**src/rtl/gpio_debounce.sv**
```systemverilog
// Pad input conditioning: two-flop synchronizer, optional per-pin stability
// filter, and registered single-cycle rise/fall pulses for the GPIO block.
module gpio_debounce #(
    parameter int N  = 24,
    parameter int CW = 16
) (
    input  logic          clk,
    input  logic          nreset,
    input  logic [N-1:0]  pad_in,
    input  logic [N-1:0]  cfg_debounce_en,
    input  logic [CW-1:0] cfg_period,
    output logic [N-1:0]  gpio_in,
    output logic [N-1:0]  gpio_rise,
    output logic [N-1:0]  gpio_fall
);

    logic [N-1:0]  s1;
    logic [N-1:0]  s2;
    logic [N-1:0]  next_gpio_in;
    logic [CW-1:0] cnt      [N];
    logic [CW-1:0] next_cnt [N];

    // s1 is the only flop that sees the asynchronous pads; s2 follows it directly.
    always_ff @(posedge clk or negedge nreset) begin
        if (!nreset) begin
            s1 <= '0;
            s2 <= '0;
        end else begin
            s1 <= pad_in;
            s2 <= s1;
        end
    end

    always_comb begin
        for (int i = 0; i < N; i++) begin
            next_gpio_in[i] = gpio_in[i];
            next_cnt[i]     = '0;
            if (!cfg_debounce_en[i]) begin
                next_gpio_in[i] = s2[i];
            end else if (s2[i] != gpio_in[i]) begin
                // >= so that lowering the period mid-count accepts immediately
                if (cnt[i] >= cfg_period) begin
                    next_gpio_in[i] = s2[i];
                end else begin
                    next_cnt[i] = cnt[i] + CW'(1);
                end
            end
        end
    end

    always_ff @(posedge clk or negedge nreset) begin
        if (!nreset) begin
            for (int i = 0; i < N; i++) begin
                cnt[i] <= '0;
            end
            gpio_in   <= '0;
            gpio_rise <= '0;
            gpio_fall <= '0;
        end else begin
            for (int i = 0; i < N; i++) begin
                cnt[i] <= next_cnt[i];
            end
            gpio_in   <= next_gpio_in;
            gpio_rise <= ~gpio_in & next_gpio_in;
            gpio_fall <= gpio_in & ~next_gpio_in;
        end
    end

endmodule

```
**config.mk**
```make
export PLATFORM = sky130hd
export DESIGN_NAME = gpio_debounce
export DESIGN_NICKNAME = d
export VERILOG_FILES = /design/src/rtl/gpio_debounce.sv
export SDC_FILE = /design/constraint.sdc
export NUM_CORES = 1
export LEC_CHECK = 0
export BUFFER_PORTS_ARGS = -buffer_cell sky130_fd_sc_hd__buf_2
export CELL_PAD_IN_SITES_DETAIL_PLACEMENT = 1
export CELL_PAD_IN_SITES_GLOBAL_PLACEMENT = 1
export CORE_MARGIN = 5
export CORE_UTILIZATION = 40
export CTS_CLUSTER_DIAMETER = 200
export DETAILED_ROUTE_END_ITERATION = 16
export GPL_TIMING_DRIVEN = 0
export PLACE_DENSITY = 0.65
export SETUP_SLACK_MARGIN = 0.3
export SKIP_CTS_REPAIR_TIMING = 1
export SLEW_MARGIN = 10
export SYNTH_ARGS = -nofsm -noshare
export SYNTH_HDL_FRONTEND = slang
export SYNTH_SLANG_ARGS = --single-unit
```
**constraint.sdc**
```tcl
create_clock -name clk -period 3.6 [get_ports clk]
set_input_delay 0.72 -clock clk [delete_from_list [all_inputs] [get_ports clk]]
set_output_delay 0.72 -clock clk [all_outputs]
set_load 0.02 [all_outputs]
```
# Yosys cells after proc, flatten, opt, wreduce, memory -nomap -nowiden
# Index checks and enable logic that the tools add are counted.
# word_totals
reg_bits,504
in_bits,66
elab_cells,249
# classes
addsub,24
order_cmp,24
eq_ne,24
muxes,144
n_bitwise,4
# ops
cell,n
16-bit two-way mux,72
16-bit by 1-bit adder with 16-bit output (second input constant),24
16-bit >= comparator,24
1-bit two-way mux,72
24-bit bitwise AND,2
24-bit inverter,2
1-bit inequality test,24

# Longest topological paths before layout
# logic_depth
word_depth,6
mapped_depth,9

# Least setup slack after synthesis
# Ideal clock, no wire load.
# synth_path
path_type,input port to flip-flop
from,input cfg_period[9]
to,register cnt[87] (netlist name)
arrival_time_ns,3.210
t_required_ns,3.529
slack_ns,0.319
path_stages,9
n_path_buf,2
cell_sequence,inv_1 ha_1 a21o_1 a221o_1 a2111o_1 or4_1 buf_2 buf_6 nor2_1
# synth_lines
element,line_no,text
start: declaration,11,"input logic [CW-1:0] cfg_period,"
end signal: indexed assignment,61,cnt[i] <= next_cnt[i];
end: declaration,20,logic [CW-1:0] cnt [N];

==> out/results.tsv <==
metric	value	unit
outcome	complete, no violations	
count of state elements after synthesis	504	
Slew Limit Fails	0	
Hold WS	195	ps
adder-cell share of the synthesized area	0.173	
Sink Count	504	
CP Launch Type	primary input	
Post-Route WL	83.6	mm
Die W	282	microns
first-pass GRT wire length	134	mm
PwrDens	412	mW/mm^2
initial antenna violation count	1	
main area contributors after synthesis	dfrtp_1, ha_1, xor2_1, nor2_1, xnor2_1	
Setup TNS	0	ps
P_sw	3.60	mW
# DRC	0	
Worst-Margin Slew	815	ps
sequential area share after synthesis	0.426	
CP Class	primary input to flip-flop	
share of cells above drive strength 1	0.0982	
final-report setup violation count	0	
Synth Instances	2987	
Synthesized Nets	3461	
clock power share	0.487	
Final Hold Viols	0	
Combinational Power Share	0.092	
Initial Utilization	0.404	
GP Congestion	0.779	
core area	0.0732	sq mm
WL per Instance	19.8	microns
Power, Total	14.1	mW
leading register cell type out of synthesis	dfrtp_1	
DP Cell Count	4103	
io pins	138	
placed wire-length estimate	58.2	mm
Max Cap Violations	0	
switch share	0.255	
mux contribution to synthesized area	0.00913	
commonest cells in the netlist	dfrtp_1, nor2_1, ha_1	
final instance area	0.0342	sq mm
remaining antenna violation count	0	
CTS tree	yes	
Mapped Avg Cell Area	9.91	sq um
Initial DRT Pass Iterations	5	
largest net degree at the start of global routing	110	
clock skew	11.6	ps
pre-CTS setup slack	-715	ps
Final Net Count	3682	
Yosys cell types	53	
minimum clock period	3130	ps
Core Rows	99	
WP data required	4150	ps
Placement Cell Area	0.0319	sq mm
Inserted Diodes	0	
number of synthesized flops with an enable pin	0	
mapped cell area	0.0296	sq mm
die footprint	0.0795	sq mm
Layout Cells excl Fill	4219	
Hold Path Class	primary input to flip-flop	
largest family of logic cells by synthesized area	simple AND/OR/NAND/NOR gates	
maximum VDD drop	0.000350	V
via/cell ratio	5.44	
Ys Warns	0	
Leak	16.2	nW
Starting DRT DRC Count	1004	
Global Route Usage Sum	0.209	
Critical Path AT	3680	ps
Synth Area in Compound Gates	0.0629	
count leader, synth	dfrtp_1	
xor and xnor area share after synthesis	0.106	
CTS Buf Count	61	
Clock transition at path regs	60	ps
fmax	0.319	GHz
simple-gate area share of the yosys netlist	0.206	
H-tree depth	2	
post-synth top area cell	dfrtp_1	
Worst-Skew Late Latency	630	ps
clk root buf	clkbuf_16	
asr flop ratio synth	1.00	
Chip Height	282	microns
clock buffer depth	3	
sequential power share	0.421	
gr ovfl total	0	
final worst slack	467	ps
vias in the first global route	24965	
detailed-route via count	22956	
top-area cell type share of the netlist area	0.426	
Area Overhead vs Synth	15.7	%
Worst setup EP type	flip-flop	
fin crit share	0.870	
relative slew slack	0.456	
Int Pwr	10.5	mW
final core occ	0.468	
CP Max Fanout	24	
RSZ-0062 raised after global routing	no	
IO Port Bufs	137	
## metal layers
layer  GRT usage  up-vias  part of all wire
met3      0.0266      133             0.029
met4      0.0557        2             0.028
met5           0        -           0.00014
met2       0.355      287              0.47
li1            -    10983                 -
met1       0.283    11551              0.47
## cells in the final DEF, fill, tap and decap left out, drive strengths merged, types with 11 or more instances in the layout
cell type	count
nand3	168
clkbuf	116
and3	80
buf	159
mux2	24
nor3b	29
bufinv	11
nor3	56
nand4	101
and3b	24
o21ai	61
xnor2	128
inv	104
dfrtp	504
ha	408
nor2	480
and4	37
a21oi	116
nand2	219
a31oi	11
xor2	231
nor2b	27
clkinv	12
a21o	20
o311ai	13
## path summary, 6_finish.rpt
check	startpoint	to	slack [ps]	depth (start not counted)
setup reg to reg	cnt[368]	cnt[378]	670	9
min in group asynchronous	nreset	cnt[239]	590	2
max in group asynchronous	nreset	s2[4]	1190	5
hold reg to reg	s1[4]	s2[4]	350	0
hold / removal	pad_in[17]	s1[17]	190	1
setup / recovery	cfg_period[0]	cnt[378]	470	9
## flip-flops by register name (all words and copies together), names as in the netlist
| signal | count |
|---|---|
| s2 | 24 |
| gpio_in | 24 |
| cnt | 384 |
| gpio_fall | 24 |
| s1 | 24 |
| gpio_rise | 24 |
## power groups by stage
| stage | Sequential [mW] | Combinational, mW | Clock [mW] |
|---|---|---|---|
| after global placement | 6.03 | 1.18 | 0 |
| after detailed placement | 6.04 | 1.32 | 0 |
| after CTS | 5.94 | 1.33 | 7.08 |
| final | 5.94 | 1.30 | 6.86 |
| after floorplan | 6.07 | 0.612 | 0 |
| after global routing | 5.96 | 1.47 | 7.32 |
## final cells by class
class	instances	area, sq um
Clock inverter	31	453
Inverter	102	390
Clock buffer	84	1810
Multi-Input combinational cell	2347	16500
Fill cell	8198	39000
Sequential cell	504	12600
Timing Repair Buffer	158	1160
Tap cell	959	1200
Buffer	34	139
## logic make-up (layout without fill, tap and decap cells)
kind of cell               count (synthesis)  in the layout
xor gates and xnor gates                 359            359
and+or+nand+nor                         1261           1261
buffers and inverters                    136            409
adders and majority gates                408            408
DFF                                      504            504
AOI/OAI and AO/OA                        295            295
muxes                                     24             24
## critical path, stage by stage
cell       delay [ps]
buf_4             480
ha_1              330
nand2b_1          140
a2111oi_1         650
nor4b_2           140
or4_1             490
clkbuf_1          240
clkbuf_1          280
nor2_1            170
No activity file was read; power rests on OpenSTA's default activity.
